File: src/rtl/mul_div_unit.sv
// mul_div_unit -- iterative radix-2 multiply / divide unit.
//
// One operation at a time: shift-add multiply and restoring divide on
// operand magnitudes, with sign correction applied once at the end. Divide by
// zero and signed divide overflow bypass the iteration and complete in one cycle.
//
// Ports
//   clk        rising-edge clock
//   rst_n      synchronous active-low reset
//   Start      operation request (ignored while Busy)
//   Flush      abort any operation in flight; wins over Start
//   MDControl  000 MUL, 001 MULH, 010 MULHSU, 011 MULHU,
//              100 DIV, 101 DIVU, 110 REM, 111 REMU
//   SrcA       multiplicand / dividend
//   SrcB       multiplier / divisor
//   Busy       high while iterating or sign-fixing
//   Done       one-cycle pulse, Result valid
//   Result     registered result, held until overwritten by a later op
//   Zero       Result == 0
module mul_div_unit #(
  parameter int D_WIDTH = 32
) (
  input  logic               clk,
  input  logic               rst_n,
  input  logic               Start,
  input  logic               Flush,
  input  logic [2:0]         MDControl,
  input  logic [D_WIDTH-1:0] SrcA,
  input  logic [D_WIDTH-1:0] SrcB,
  output logic               Busy,
  output logic               Done,
  output logic [D_WIDTH-1:0] Result,
  output logic               Zero
);
  localparam int W     = D_WIDTH;
  localparam int CNT_W = $clog2(D_WIDTH + 1);
  localparam logic [W-1:0] MOST_NEG = {1'b1, {(W-1){1'b0}}};

  typedef enum logic [1:0] {IDLE, CALC, FIX, DONE} state_t;
  state_t state, state_nxt;

  logic [2:0]       op;
  logic             neg_main;   // product / quotient must be negated
  logic             neg_rem;    // remainder follows the dividend sign
  logic             primed;     // acc loaded from magnitudes, stepping may begin
  logic [W-1:0]     a_mag, b_mag;
  logic [2*W-1:0]   acc;        // mul: {partial hi, multiplier}; div: {rem, quotient}
  logic [CNT_W-1:0] cnt;

  function automatic logic [W-1:0] neg_if(input logic [W-1:0] v, input logic n);
    return n ? -v : v;
  endfunction

  function automatic logic [2*W-1:0] neg_if2(input logic [2*W-1:0] v, input logic n);
    return n ? -v : v;
  endfunction

  // Acceptance and fast-path detection
  logic         can_start, accept, is_div_in, sgn_a, sgn_b, a_neg, b_neg;
  logic         div_zero, div_ovf, fast;
  logic [W-1:0] fast_res;

  always_comb begin
    can_start = (state == IDLE) || (state == DONE);
    accept    = Start && can_start && !Flush;
    is_div_in = MDControl[2];
    // Signed DIV/REM have op[0]=0; among multiplies only MULHU is unsigned in A,
    // and only MUL/MULH are signed in B.
    sgn_a     = is_div_in ? !MDControl[0] : (MDControl[1:0] != 2'b11);
    sgn_b     = is_div_in ? !MDControl[0] : !MDControl[1];
    a_neg     = sgn_a && SrcA[W-1];
    b_neg     = sgn_b && SrcB[W-1];
    div_zero  = is_div_in && (SrcB == '0);
    div_ovf   = is_div_in && !MDControl[0] && (SrcA == MOST_NEG) && (SrcB == '1);
    fast      = div_zero || div_ovf;
    fast_res  = '0;
    if (div_zero)     fast_res = MDControl[1] ? SrcA : '1;
    else if (div_ovf) fast_res = MDControl[1] ? '0 : SrcA;
  end

  // One radix-2 step and the final sign fix
  logic [W:0]     mul_sum, div_shift, div_diff;
  logic [2*W-1:0] step_nxt, prod;
  logic [W-1:0]   fix_res;

  always_comb begin
    mul_sum   = {1'b0, acc[2*W-1:W]} + (acc[0] ? {1'b0, a_mag} : '0);
    div_shift = {acc[2*W-1:W], acc[W-1]};
    div_diff  = div_shift - {1'b0, b_mag};
    if (op[2]) begin
      // Borrow out means the trial subtraction failed: keep the shifted remainder.
      step_nxt = div_diff[W] ? {div_shift[W-1:0], acc[W-2:0], 1'b0}
                             : {div_diff[W-1:0],  acc[W-2:0], 1'b1};
    end else begin
      step_nxt = {mul_sum, acc[W-1:1]};
    end
    prod = neg_if2(acc, neg_main);
    if (op[2]) fix_res = op[1] ? neg_if(acc[2*W-1:W], neg_rem) : neg_if(acc[W-1:0], neg_main);
    else       fix_res = (op[1:0] == 2'b00) ? prod[W-1:0] : prod[2*W-1:W];
  end

  // State register
  always_ff @(posedge clk) begin
    if (!rst_n) state <= IDLE;
    else        state <= state_nxt;
  end

  always_comb begin
    state_nxt = state;
    if (Flush) begin
      state_nxt = IDLE;
    end else begin
      case (state)
        IDLE, DONE: begin
          if (Start) state_nxt = fast ? DONE : CALC;
          else       state_nxt = IDLE;
        end
        CALC:    if (primed && (cnt == CNT_W'(1))) state_nxt = FIX;
        FIX:     state_nxt = DONE;
        default: state_nxt = IDLE;
      endcase
    end
  end

  // Datapath
  always_ff @(posedge clk) begin
    if (!rst_n) begin
      op       <= '0;
      neg_main <= 1'b0;
      neg_rem  <= 1'b0;
      primed   <= 1'b0;
      a_mag    <= '0;
      b_mag    <= '0;
      acc      <= '0;
      cnt      <= '0;
      Result   <= '0;
    end else if (accept && fast) begin
      Result <= fast_res;
    end else if (accept) begin
      op       <= MDControl;
      a_mag    <= neg_if(SrcA, a_neg);
      b_mag    <= neg_if(SrcB, b_neg);
      neg_main <= a_neg ^ b_neg;
      neg_rem  <= a_neg;
      cnt      <= CNT_W'(W);
      primed   <= 1'b0;
    end else if (state == CALC && !Flush) begin
      // First CALC cycle seeds acc from the registered magnitudes.
      if (!primed) begin
        primed <= 1'b1;
        acc    <= {{W{1'b0}}, (op[2] ? a_mag : b_mag)};
      end else begin
        acc <= step_nxt;
        cnt <= cnt - CNT_W'(1);
      end
    end else if (state == FIX && !Flush) begin
      Result <= fix_res;
    end
  end

  assign Busy = (state == CALC) || (state == FIX);
  assign Done = (state == DONE);
  assign Zero = (Result == '0);

endmodule

File: config.mk
export PLATFORM = sky130hd
export DESIGN_NAME = mul_div_unit
export DESIGN_NICKNAME = d
export VERILOG_FILES = /design/src/rtl/mul_div_unit.sv
export SDC_FILE = /design/constraint.sdc
export NUM_CORES = 1
export LEC_CHECK = 0
export BUFFER_PORTS_ARGS = -buffer_cell sky130_fd_sc_hd__buf_2
export CORE_UTILIZATION = 65
export DETAILED_ROUTE_END_ITERATION = 6
export HOLD_SLACK_MARGIN = 0.1
export PLACE_DENSITY = 0.89
export SYNTH_ARGS = -nofsm -noshare
export SYNTH_HDL_FRONTEND = slang
export SYNTH_SLANG_ARGS = --single-unit
File: constraint.sdc
create_clock -name clk -period 9.2 [get_ports clk]
set_input_delay 1.84 -clock clk [delete_from_list [all_inputs] [get_ports clk]]
set_output_delay 1.84 -clock clk [all_outputs]
set_load 0.005 [all_outputs]
==> results.json <==
{
  "grt_pass1_wl_um": 85840,
  "dpl_cell_area_mm2": 0.01620,
  "stdcell_count": 2368,
  "place_congestion": 1.024,
  "rsz0062_at_grt": "false",
  "slew_headroom": 0.2601,
  "final_max_slew_viol_count": 0,
  "path_cells": "inv_1 -> ha_1 -> fa_1 -> nand2b_1 -> a211oi_1 -> o31ai_1 -> o211ai_1 -> a21oi_1 -> or3_1 -> nand2_1 -> buf_4 -> mux2i_1 -> o221ai_1",
  "die_h_um": 157.1,
  "coreArea_mm2": 0.02354,
  "num_rows": 56,
  "drtAntennaViolNets": 0,
  "syn_avg_cell_area_um2": 7.702,
  "start_util": 0.6641,
  "finalHoldViolations": 0,
  "wirelength_um": 55960,
  "synth_top_area_frac": 0.2228,
  "placed_cells": 2335,
  "synth_area_leader_cell": "dfxtp_1",
  "vdd_ir_drop_max_v": 0.0001268,
  "hp-class": "reg -> reg",
  "ys_ff_latch": 174,
  "cts_resized": 0,
  "synth_fp_nets": 2177,
  "period_needed_ns": 4.988,
  "ys_warn_count": 0,
  "drc_errors": 12,
  "arrival_ns": 5.29,
  "ys_types": 82,
  "nets": 2182,
  "worstMarginPinSlew_ns": 1.108,
  "cts_hold_buf": 0,
  "fmaxAchievable_ghz": 0.2005,
  "crit_path_start_kind": "register",
  "final-setup-viol-count": 0,
  "first_pass_iters": 7,
  "cts.sinks": 174,
  "cp_max_fo": 18,
  "drive_above_1_share": 0.1089,
  "design_area_mm2": 0.01679,
  "finalCritPeriodShare": 0.5421,
  "hpwl_um": 42030,
  "crit_required_ns": 9.50,
  "ys.flop_type": "dfxtp_1",
  "drt_iter0_drc": 2858,
  "max_stage_delay_ns": 0.60,
  "crit_type": "reg -> reg",
  "chipWidth_um": 157.1,
  "cts_tree": "built",
  "pin_count": 106,
  "clock-root-buffer": "clkbuf_16",
  "grt_max_degree": 95,
  "end_kind": "register",
  "cts_max_level": 4,
  "port_buffers": 105,
  "setup_tns_ns": 0,
  "powerDensity_mw_per_mm2": 117.2,
  "wl_per_cell_um": 23.63,
  "via_count": 16690,
  "syn_area_mm2": 0.01563,
  "grt_pass1_vias": 15330,
  "grt_usage": 0.4538,
  "areaGrowthSynthToFinish_pct": 7.387,
  "synth_area_leaders": "dfxtp_1, nand2_1, ha_1",
  "postCtsSetupRepairBufs": 0,
  "avgViaCountPerCell": 7.050,
  "whs_ns": 0.5405,
  "synthArstFlopShare": 0,
  "antenna_found_initial": 3,
  "synth_edf_count": 0,
  "r2r_cells": 13,
  "clock_skew_ns": 0.01560,
  "syn_inst": 2030,
  "grt-ovfl-total": 0,
  "cap_violations": 0,
  "cts_max_path_buffers": 2,
  "clk_latency_ns": 0.45,
  "ys_seq_area_frac": 0.2228,
  "violations": "DRC",
  "die-area_mm2": 0.02468,
  "clk_pin_slew_ns": 0.08,
  "cts_buffers": 17,
  "status": "finished with violations",
  "hold_path_depth": 2,
  "slowest_stage": "or3_1",
  "p_leak_uw": 0.007415
}
## where the power goes
part / leakage (µW) / internal, µW / switching (µW)
Clock: 0.000289 / 369 / 384
Combinational: 0.00571 / 147 / 243
Sequential: 0.00141 / 778 / 46.2
## cells in the final DEF (no fill, tap or decap), types with 28 or more instances in the layout
cell type | Yosys | layout
ha_1 | 74 | 74
nor3_1 | 30 | 28
a21boi_0 | 44 | 44
xnor2_1 | 101 | 101
a21oi_1 | 115 | 115
nand2_1 | 274 | 274
o211a_1 | 63 | 63
o21ai_0 | 142 | 141
buf_2 | 5 | 104
inv_1 | 71 | 71
nor2_1 | 126 | 126
nand3_1 | 34 | 34
and2_1 | 43 | 43
xor2_1 | 99 | 99
a21o_1 | 31 | 31
o31ai_1 | 35 | 35
mux4_2 | 31 | 31
dfxtp_1 | 174 | 172
## synth_stat cells, drive strengths merged, types with 32 or more instances
cell type and count:
nand2 274, dfxtp 174, o21ai 148, nor2 127
clkbuf 123, a21oi 115, xnor2 101, xor2 99
ha 74, inv 71, o211a 63, a21boi 44
and2 44, o31ai 35, nand3 34, mux4 32
## layer usage
metal	wire (µm)	global-route usage
met1	20960	0.5750
met2	24210	0.6974
met3	7747	0.1415
met4	3031	0.2228
met5	13	0
## state kept, by name, summed over array words and instances, names as in the netlist
register / flops
Result: 32
a_mag: 32
acc: 64
b_mag: 32
primed: 1
neg_rem: 1
state: 2
neg_main: 1
op: 3
cnt: 6
## logic make-up (layout without fill, tap and decap cells)
group,count (synthesis),count (layout),share of synthesized area
AOI/OAI and AO/OA,638,638,0.2822
muxes,52,52,0.05922
DFF,174,174,0.2228
buffers and inverters,211,229,0.05162
adders and majority gates,76,76,0.06178
other,0,1,0
and+or+nand+nor,679,679,0.2103
xor gates and xnor gates,200,200,0.1120
## worst max-delay path, delay by kind of cell, from the launching register on
family / cells / cell delay (ns)
buffers and inverters: 2 / 0.60
adders and majority gates: 2 / 0.66
muxes: 1 / 0.23
and+or+nand+nor: 3 / 1.40
AOI/OAI and AO/OA: 5 / 1.42
DFF: 1 / 0.53
## worst paths after layout
path	start	endpoint	slack, ns
max	acc[31]	acc[53]	4.21
min	acc[18]	acc[18]	0.54
max reg2reg	acc[31]	acc[53]	4.21
min reg2reg	acc[18]	acc[18]	0.54
## cell type report
cell class	count	area, µm²
clock buffers	18	429.2
inverters	72	270.3
well taps	319	399.1
multi-input cells	1645	11360
flip-flops and latches	174	3488
fillers	1941	6753
repair buffers	125	678.2
diodes	1	2.502
clock inverters	14	162.7
## metrics by stage
stage	power (µW)	util	setup WS [ns]
after floorplan	1075	-	4.747
after global routing	2022	0.7132	4.036
final	1967	0.7132	4.212
after CTS	1940	0.7131	4.304
after detailed placement	1211	0.6879	4.066
after global placement	1202	0.6879	4.263
(Power assumes the default switching activity.)
